`src/rtl/data_mem_pkg.sv`:
```
// Shared definitions for the data memory controller: RV32 load/store width
// codes and the controller state encoding.
package data_mem_pkg;

  localparam logic [2:0] F3_B  = 3'b000;
  localparam logic [2:0] F3_H  = 3'b001;
  localparam logic [2:0] F3_W  = 3'b010;
  localparam logic [2:0] F3_BU = 3'b100;
  localparam logic [2:0] F3_HU = 3'b101;

  typedef enum logic [1:0] {
    INIT = 2'd0,
    IDLE = 2'd1,
    RSP  = 2'd2
  } state_t;

endpackage

```
`src/rtl/lsu_align.sv`:
```
// Combinational lane logic: request classification, byte enables and store
// lane replication on the request side; lane select and extension on the load side.
module lsu_align
  import data_mem_pkg::*;
(
  input  logic        i_we,
  input  logic [2:0]  i_funct3,
  input  logic [1:0]  i_lane,
  input  logic [31:0] i_store_data,
  output logic [3:0]  o_be,
  output logic [31:0] o_wdata,
  output logic        o_illegal,
  output logic        o_misaligned,
  input  logic [2:0]  i_rd_funct3,
  input  logic [1:0]  i_rd_lane,
  input  logic [31:0] i_rd_word,
  output logic [31:0] o_load_data
);

  logic [31:0] w_shift;

  always_comb begin
    o_be         = 4'b0000;
    o_wdata      = 32'h0;
    o_illegal    = 1'b0;
    o_misaligned = 1'b0;
    case (i_funct3)
      F3_B: begin
        o_be    = 4'b0001 << i_lane;
        o_wdata = {4{i_store_data[7:0]}};
      end
      F3_H: begin
        o_be         = i_lane[1] ? 4'b1100 : 4'b0011;
        o_wdata      = {2{i_store_data[15:0]}};
        o_misaligned = i_lane[0];
      end
      F3_W: begin
        o_be         = 4'b1111;
        o_wdata      = i_store_data;
        o_misaligned = |i_lane;
      end
      // Unsigned widths exist only for loads
      F3_BU:   o_illegal = i_we;
      F3_HU: begin
        o_illegal    = i_we;
        o_misaligned = i_lane[0];
      end
      default: o_illegal = 1'b1;
    endcase
  end

  assign w_shift = i_rd_word >> {i_rd_lane, 3'b000};

  always_comb begin
    o_load_data = 32'h0;
    case (i_rd_funct3)
      F3_B:    o_load_data = {{24{w_shift[7]}}, w_shift[7:0]};
      F3_H:    o_load_data = {{16{w_shift[15]}}, w_shift[15:0]};
      F3_W:    o_load_data = i_rd_word;
      F3_BU:   o_load_data = {24'h0, w_shift[7:0]};
      F3_HU:   o_load_data = {16'h0, w_shift[15:0]};
      default: o_load_data = 32'h0;
    endcase
  end

endmodule

```
`src/rtl/data_mem_ctrl.sv`:
```
// Word-organised data memory with an RV32 byte/half/word load-store front end,
// power-up clear sequence and a one-deep valid/ready response.
module data_mem_ctrl
  import data_mem_pkg::*;
#(
  parameter int ADDR_W     = 5,
  parameter bit INIT_CLEAR = 1'b1
) (
  input  logic        clk,
  input  logic        rst,
  input  logic        req_valid,
  output logic        req_ready,
  input  logic        req_we,
  input  logic [2:0]  req_funct3,
  input  logic [31:0] rs1,
  input  logic [31:0] immediate,
  input  logic [31:0] store_data,
  output logic        rsp_valid,
  input  logic        rsp_ready,
  output logic [31:0] rsp_data,
  output logic        rsp_err
);

  localparam int DEPTH = 2 ** ADDR_W;

  state_t            r_state;
  state_t            w_state_nxt;
  logic [ADDR_W-1:0] r_init_idx;
  logic [31:0]       r_mem [DEPTH];
  logic [31:0]       r_rd_word;
  logic              r_rsp_err;
  logic              r_rsp_load;
  logic [2:0]        r_rsp_f3;
  logic [1:0]        r_rsp_lane;

  logic [31:0]       w_ea;
  logic [ADDR_W-1:0] w_idx;
  logic              w_oob;
  logic              w_illegal;
  logic              w_misaligned;
  logic              w_err;
  logic              w_accept;
  logic              w_st;
  logic              w_ld;
  logic [3:0]        w_be;
  logic [31:0]       w_wdata;
  logic [31:0]       w_load_data;
  logic              w_init_wr;
  logic [ADDR_W-1:0] w_wr_addr;
  logic [3:0]        w_wr_be;
  logic [31:0]       w_wr_data;

  assign w_ea     = rs1 + immediate;
  assign w_idx    = w_ea[ADDR_W+1:2];
  assign w_oob    = |w_ea[31:ADDR_W+2];
  assign w_accept = req_valid && (r_state == IDLE);
  assign w_err    = w_illegal | w_misaligned | w_oob;
  assign w_st     = w_accept & req_we & ~w_err;
  assign w_ld     = w_accept & ~req_we & ~w_err;

  lsu_align u_align (
    .i_we         (req_we),
    .i_funct3     (req_funct3),
    .i_lane       (w_ea[1:0]),
    .i_store_data (store_data),
    .o_be         (w_be),
    .o_wdata      (w_wdata),
    .o_illegal    (w_illegal),
    .o_misaligned (w_misaligned),
    .i_rd_funct3  (r_rsp_f3),
    .i_rd_lane    (r_rsp_lane),
    .i_rd_word    (r_rd_word),
    .o_load_data  (w_load_data)
  );

  // Single write port shared by the clear sequence and stores
  assign w_init_wr = (r_state == INIT) && INIT_CLEAR;
  assign w_wr_addr = w_init_wr ? r_init_idx : w_idx;
  assign w_wr_be   = w_init_wr ? 4'b1111 : (w_st ? w_be : 4'b0000);
  assign w_wr_data = w_init_wr ? 32'h0 : w_wdata;

  always_ff @(posedge clk) begin
    for (int b = 0; b < 4; b++) begin
      if (w_wr_be[b]) r_mem[w_wr_addr][8*b +: 8] <= w_wr_data[8*b +: 8];
    end
    if (w_ld) r_rd_word <= r_mem[w_idx];
  end

  always_comb begin
    w_state_nxt = r_state;
    case (r_state)
      INIT:    if (!INIT_CLEAR || (&r_init_idx)) w_state_nxt = IDLE;
      IDLE:    if (req_valid) w_state_nxt = RSP;
      RSP:     if (rsp_ready) w_state_nxt = IDLE;
      default: w_state_nxt = INIT;
    endcase
  end

  always_ff @(posedge clk or posedge rst) begin
    if (rst) begin
      r_state    <= INIT;
      r_init_idx <= '0;
    end else begin
      r_state <= w_state_nxt;
      if (r_state == INIT) r_init_idx <= r_init_idx + ADDR_W'(1);
    end
  end

  always_ff @(posedge clk or posedge rst) begin
    if (rst) begin
      r_rsp_err  <= 1'b0;
      r_rsp_load <= 1'b0;
      r_rsp_f3   <= 3'b000;
      r_rsp_lane <= 2'b00;
    end else if (w_accept) begin
      r_rsp_err  <= w_err;
      r_rsp_load <= ~req_we & ~w_err;
      r_rsp_f3   <= req_funct3;
      r_rsp_lane <= w_ea[1:0];
    end
  end

  // Outputs decode from state so reset clears them without waiting for a clock
  assign req_ready = (r_state == IDLE);
  assign rsp_valid = (r_state == RSP);
  assign rsp_err   = rsp_valid & r_rsp_err;
  assign rsp_data  = (rsp_valid && r_rsp_load) ? w_load_data : 32'h0;

endmodule

```
`config.mk`:
```
export PLATFORM = sky130hd
export DESIGN_NAME = data_mem_ctrl
export DESIGN_NICKNAME = d
export VERILOG_FILES = /design/src/rtl/data_mem_pkg.sv /design/src/rtl/lsu_align.sv /design/src/rtl/data_mem_ctrl.sv
export SDC_FILE = /design/constraint.sdc
export NUM_CORES = 1
export LEC_CHECK = 0
export ABC_AREA = 0
export CORE_MARGIN = 5
export CORE_UTILIZATION = 27
export CTS_CLUSTER_SIZE = 8
export DETAILED_ROUTE_END_ITERATION = 7
export SYNTH_ARGS = -nofsm -noshare
export SYNTH_HDL_FRONTEND = slang
export SYNTH_SLANG_ARGS = --single-unit
```
`constraint.sdc`:
```
create_clock -name clk -period 2.4 [get_ports clk]
set_input_delay 0.36 -clock clk [delete_from_list [all_inputs] [get_ports clk]]
set_output_delay 0.36 -clock clk [all_outputs]
set_load 0.02 [all_outputs]
```
# [After elaboration in Yosys (flattened, before gate mapping)]
# Memories as Yosys holds them, arrays and structs flattened. A register that Yosys moved wholly into a read port is not among the register bits.
# Index checks and enable logic that the tools add are counted.
[totals] register_bits=14 latch_bits=0 ram_bits=1024 mem_bits_ro=0 in_bits=104 output_inout_bits=35 elab_cells=69 mem_count=1
[mem_list] memory="r_mem" words=32 width=32 read_ports=1 rd_ports_with_merged_regs=1 write_ports=1 line="data_mem_ctrl.sv:29" rtl="logic [31:0] r_mem [DEPTH];"
[classes] addsub=2 mul=0 div_mod_pow=0 magnitude_cmp=0 eq_ne=13 shift=2 n_mux=23 bitwise_logic=10 n_reduce_logical=12
[op_table] op="32-bit one-hot mux with 5 select lines" count=1
[op_table] op="32-bit one-hot mux with 3 select lines" count=1
[op_table] op="32-bit 2-to-1 mux" count=2
[op_table] op="32-bit adder" count=1
[op_table] op="32-bit by 5-bit >> shifter with 16-bit output" count=1
[op_table] op="25-bit OR reduction" count=1
[op_table] op="3-bit equality test, second input constant" count=4
[op_table] op="4-bit 2-to-1 mux" count=3
[op_table] op="4-bit one-hot mux with 3 select lines" count=1
[op_table] op="1-bit 2-to-1 mux" count=8
[op_table] op="1-bit bitwise AND" count=6
[op_table] op="3-bit by 1-bit equality test with 1-bit output, second input constant" count=2
[op_table] op="3-bit by 2-bit equality test with 1-bit output, second input constant" count=2
[op_table] op="3-bit logical NOT" count=2
[op_table] op="2-bit 2-to-1 mux" count=3
[op_table] op="2-bit one-hot mux with 3 select lines" count=1
[op_table] op="2-bit OR reduction" count=3
[op_table] op="5-bit by 1-bit adder with 5-bit output, second input constant" count=1
[op_table] op="5-bit 2-to-1 mux" count=1
[op_table] op="5-bit AND reduction" count=1
[op_table] op="2-bit by 1-bit inequality test with 1-bit output, second input constant" count=2
[op_table] op="1-bit one-hot mux with 2 select lines" count=2
[op_table] op="1-bit by 2-bit << shifter with 4-bit output, first input constant" count=1
[op_table] op="3-bit AND reduction" count=1
[op_table] op="8 further kinds" count=11

# [Longest topological paths before layout]
[depth] depth_word=11 ltp_mapped=14 mapped_depth_nobuf=13

# [Modules after synthesis]
# From an unflattened synthesis, not the netlist that was laid out.
[hier_totals] hier_cells=2702 hier_area_um2=45575.0
[modules_own_cells] module="data_mem_ctrl" n_inst=1 cells_each=2459 area_per_inst_um2=44204.9 seq_area_each_um2=32060.7
[modules_own_cells] module="lsu_align" n_inst=1 cells_each=243 area_per_inst_um2=1370.1 seq_area_each_um2=0.0

# [Worst setup path after synthesis]
# OpenSTA, ideal clock, no wires.
[synth_path] path_kind="input port to flip-flop" start="input port rs1[0]" end="register r_rd_word[0] (read register of r_mem) (enable)" setup_ps=393 arrival_time_ps=3966 required_time_ps=2007 slack_ps=-1959 path_stages=12 n_path_buf=0 cell_sequence="ha_1 inv_1 fa_1 nand2b_1 a21oi_1 o21ai_1 o21ai_1 xor2_1 a211o_1 or3_4 nor4_4 and3_1"
[synth_between] elab_chain_len=7 elab_cells_between_ends=8 cone_classes="1 x add/sub; 1 x mux; 4 x bitwise; 2 x reduce/logical"
[synth_rtl] element="from (decl)" line="data_mem_ctrl.sv:15" rtl="input logic [31:0] rs1,"
[synth_rtl] element="32-bit adder *" line="data_mem_ctrl.sv:53" rtl="assign w_ea = rs1 + immediate;"
[synth_rtl] element="2-bit OR reduction" line="lsu_align.sv:40" rtl="o_misaligned = |i_lane;"
[synth_rtl] element="1-bit one-hot mux with 2 select lines" line="lsu_align.sv:27" rtl="case (i_funct3)"
[synth_rtl] element="1-bit OR" line="data_mem_ctrl.sv:57" rtl="assign w_err = w_illegal | w_misaligned | w_oob;"
[synth_rtl] element="1-bit OR *" line="data_mem_ctrl.sv:57"
[synth_rtl] element="1-bit NOT *" line="data_mem_ctrl.sv:59" rtl="assign w_ld = w_accept & ~req_we & ~w_err;"
[synth_rtl] element="1-bit bitwise AND *" line="data_mem_ctrl.sv:59"
[synth_rtl] element="via w_ld" line="data_mem_ctrl.sv:44" rtl="logic w_ld;"
[synth_rtl] element="to (decl)" line="data_mem_ctrl.sv:30" rtl="logic [31:0] r_rd_word;"
# Mark *: on every way through the listed nets, which the timed path passes. The rest lies on a longest branch.
# A chain may end at the register's enable or synchronous reset.

# [Final worst setup path]
[layout_path] start="input port immediate[30]" end="memory r_mem[12][10] (enable)"
[layout_between] elab_chain_len=9
[layout_rtl] element="from (decl)" line="data_mem_ctrl.sv:16" rtl="input logic [31:0] immediate,"
[layout_rtl] element="32-bit adder" line="data_mem_ctrl.sv:53"
[layout_rtl] element="25-bit OR reduction" line="data_mem_ctrl.sv:55" rtl="assign w_oob = |w_ea[31:ADDR_W+2];"
[layout_rtl] element="1-bit OR" line="data_mem_ctrl.sv:57"
[layout_rtl] element="1-bit NOT" line="data_mem_ctrl.sv:58" rtl="assign w_st = w_accept & req_we & ~w_err;"
[layout_rtl] element="1-bit bitwise AND" line="data_mem_ctrl.sv:58"
[layout_rtl] element="4-bit 2-to-1 mux (2 in series)" line="data_mem_ctrl.sv:79" rtl="assign w_wr_be = w_init_wr ? 4'b1111 : (w_st ? w_be : 4'b0000);"
[layout_rtl] element="1-bit 2-to-1 mux" line="data_mem_ctrl.sv:84" rtl="if (w_wr_be[b]) r_mem[w_wr_addr][8*b +: 8] <= w_wr_data[8*b +: 8];"
[layout_rtl] element="1-bit 2-to-1 mux (implied by the code)" line="data_mem_ctrl.sv:84"
[layout_rtl] element="to (decl)" line="data_mem_ctrl.sv:29"
# No other way between the ends.

==> impl_metrics.yaml <==
run_status:
  status: "complete, but fails checks"
  failed_checks: "negative setup slack"
routing:
  vias: 26700
  drc_errors: 0
  finalWirelength_um: 138000
  wl_per_cell_um: 25.3
  ant_nets: 0
  dr.first_iter.drc_count: 2930
  avgViaCountPerCell: 4.87
  drt-pass1-iter-count: 5
die:
  die-area_um2: 174000
  pin_count: 139
  fp.dieW_um: 418
  die-height_um: 418
  core_area_um2: 165000
  start_util_pct: 27.2
  rows: 149
global_route:
  grt_pass1_vias: 27100
  antenna_found_initial: 6
  grt_max_degree: 65
  grtUsageTotal_pct: 15.5
  grt_overflow: 0
  grt_pass1_wl_um: 196000
timing:
  setup_violations: 1124
  min_period_ns: 3.40
  max_slew_margin_pct: 57.1
  report.final.slew_viol_count: 0
  hold_violations: 0
  worst_slack_ns: -0.996
  worst_slew_pin_slew_ns: 0.641
  fin_skew_ns: 0.0335
  layout_worst_path_cycle_share_pct: 141
  rsz0062_at_grt: "true"
  fin_setup_tns_ns: -971.24
  max_clock_freq_mhz: 294
  hold_slack_ns: 0.0950
yosys:
  yosysWarnings: 0
  async_flop_share_pct: 1.31
  ys_seq_area_share_pct: 71.5
  synth_top_family_by_area: "multiplexers"
  ys_types: 69
  synthTopCellsByArea: "edfxtp_1 (71%), mux4_2 (13%), nor2_1 (2.0%)"
  synth_top_area_share_pct: 70.7
  yosys.area_share.xor_xnor_pct: 0.547
  muxShareOfSynthArea_pct: 16.3
  ys_ff_latch: 1070
  yosys.area.top_type: "edfxtp_1"
  yosys.area_share.simple_pct: 4.62
  syn_area_um2: 44900
  syn_inst: 2501
  synth_ff_type: "edfxtp_1"
  synth_compound_area_share_pct: 4.58
  synthAdderAreaFrac_pct: 0.965
  synth_fp_nets: 2639
  synth.avg_cell_area_um2: 17.9
  synth_edf_count: 1056
power:
  p_total_uw: 62500
  power_density_nw_per_um2: 1030
  p_leak_uw: 0.0204
  vdd_drop_max_v: 0.000788
flow_run:
  drv_cap: 0
critical_path:
  r2r_setup_slack_ns: -0.24
  end_kind: "flip-flop"
  worstSetupPathType: "in -> reg"
  cp_data_arrival_time_ns: 3.83
  crit_start: "immediate[30]"
  critical_path_required_ns: 2.84
  reg2regPathDepth: 8
  worstPathMaxFanout: 7
  endpoint: "r_mem[12][10]"
  r2r-end: "r_mem[12][10]"
  cp-start-kind: "primary input"
  r2r_start: "r_state[1]"
final_layout:
  nets: 3375
  final-seq-area_um2: 32100
  multi_input_area_um2: 14000
  stdcell_area_um2: 60600
  drive_gt1_share_pct: 43.0
  stdcell_count: 5471
  syn_to_final_growth_pct: 35.0
  n_fill_cell: 15200
clock_network:
  numClockSinks: 1070
  cts_tree: "yes"
  cts_inserted_buffers: 151
  cts-root-buf: "clkbuf_16"
  htreeDepth: 4
  insertion_delay_ns: 0.74
  clockBufferDepth: 3
  clk_pin_slew_ns: 0.05
place:
  placed_area_um2: 53600
  io_buffer_count: 138
  dp_cells: 5220
  hpwlAfterDp_um: 95200
  globalplace.congestion: 0.929
worst_hold_path:
  hold_path_class: "in -> async"
per-stage QoR:
stage | utilization (%) | worst slack, ns
after floorplan | - | -1.44
after global placement | 32.4 | -1.94
after detailed placement | 32.4 | -1.97
after CTS | 36.4 | -0.969
after global routing | 36.7 | -1.08
final | 36.7 | -0.996
area by class of cell:
type	count	area share [%]
flip-flops and latches	1070	52.9
multi-input cells	1274	23.1
repair buffers	724	12.4
clock buffers	179	6.45
well taps	2189	4.52
clock inverters	14	0.496
inverters	16	0.0991
diodes	5	0.0207
placed cells by master, fill, tap and decap left out, types with 38 or more instances in the layout:
master           netlist  final
a21oi_1              144    123
buf_12                 0     91
buf_4                  1    347
buf_6                 14    164
clkbuf_16              0    154
clkdlybuf4s50_1        0     61
edfxtp_1            1056   1056
mux2_2                69     69
mux2i_1               75     73
mux4_2               256    256
nand2_1              139    132
nor2_1               242     83
nor2_4                 0    129
o211ai_1              38     38
o21ai_0               59     53
what timing repair did:
item | in CTS | in global routing
hold buffers | 0 | 0
buffers inserted | 32 | 18
endpoints found under the setup margin | 1125 | 1125
gates resized for setup | 515 | 178
gates cloned | 10 | 1
pin swaps | 143 | 66
kinds of logic after synthesis:
kind of cell / Yosys count
flops: 1070
simple gates: 481
mux: 400
compound gates: 331
buf+inv: 157
fa+ha+maj: 34
xor+xnor: 28
how the worst min path moves through the flow:
stage	start	to	slack (ns)	cells after the start
final	rst	r_rsp_f3[2]	0.09	2
after CTS	rst	r_rsp_f3[2]	0.09	2
after floorplan	rst	r_init_idx[0]	0.25	1
after global routing	rst	r_rsp_f3[2]	0.14	2
after global placement	r_rsp_load	r_rsp_load	0.49	1
after detailed placement	r_rsp_load	r_rsp_load	0.51	1
state kept, by name, summed over array words and instances, names as in the netlist:
signal,cells
r_rsp_load,1
r_rd_word,32
r_mem,1024
r_init_idx,5
r_rsp_f3,3
r_rsp_err,1
r_rsp_lane,2
r_state,2
power by group:
group | leakage [uW] | total [uW] | switching, uW | internal, uW
clock | 0.00203 | 19100 | 7640 | 11400
combinational | 0.00834 | 18300 | 10100 | 8180
sequential | 0.0100 | 25100 | 962 | 24200
worst max-delay path, stage by stage:
cell and delay [ns]:
clkdlybuf4s50_1 0.45, ha_4 0.29, nand2_1 0.07, nor2_1 0.13
a211oi_2 0.06, buf_4 0.14, buf_4 0.12, a31oi_1 0.17
buf_4 0.15, nand4_1 0.10, or3_4 0.42, nor4_4 0.22
buf_12 0.17, buf_12 0.11, buf_6 0.09, a31oi_4 0.21
clkbuf_16 0.28, nor2_4 0.13, buf_6 0.13
cells in the mapped netlist (4+ instances only):
cell and instances:
inv_1 16, a21o_1 6, and3_1 5, buf_2 4, nand3_1 16, a21oi_1 144
xor2_1 16, buf_1 31, nand4_1 8, a31oi_4 4, mux2i_1 75, buf_6 14
nor3_1 12, a211oi_1 22, mux4_2 256, dfrtp_1 14, nor2_1 242, nand2_1 139
xnor2_1 12, o21ai_1 8, mux2_2 69, clkbuf_1 91, a31oi_1 8, a22oi_1 7
nor2b_1 24, nand2b_1 7, ha_1 33, and2_1 11, o21a_1 5, edfxtp_1 1056
a21oi_2 4, o21ai_0 59, o211ai_1 38
metal layers:
layer	track usage (%)	wire length, um
met2	26.5	69400
met1	19.1	52800
met5	0	0
met4	7.40	6840
met3	2.77	9210
Power figures use the tool's default switching activity.
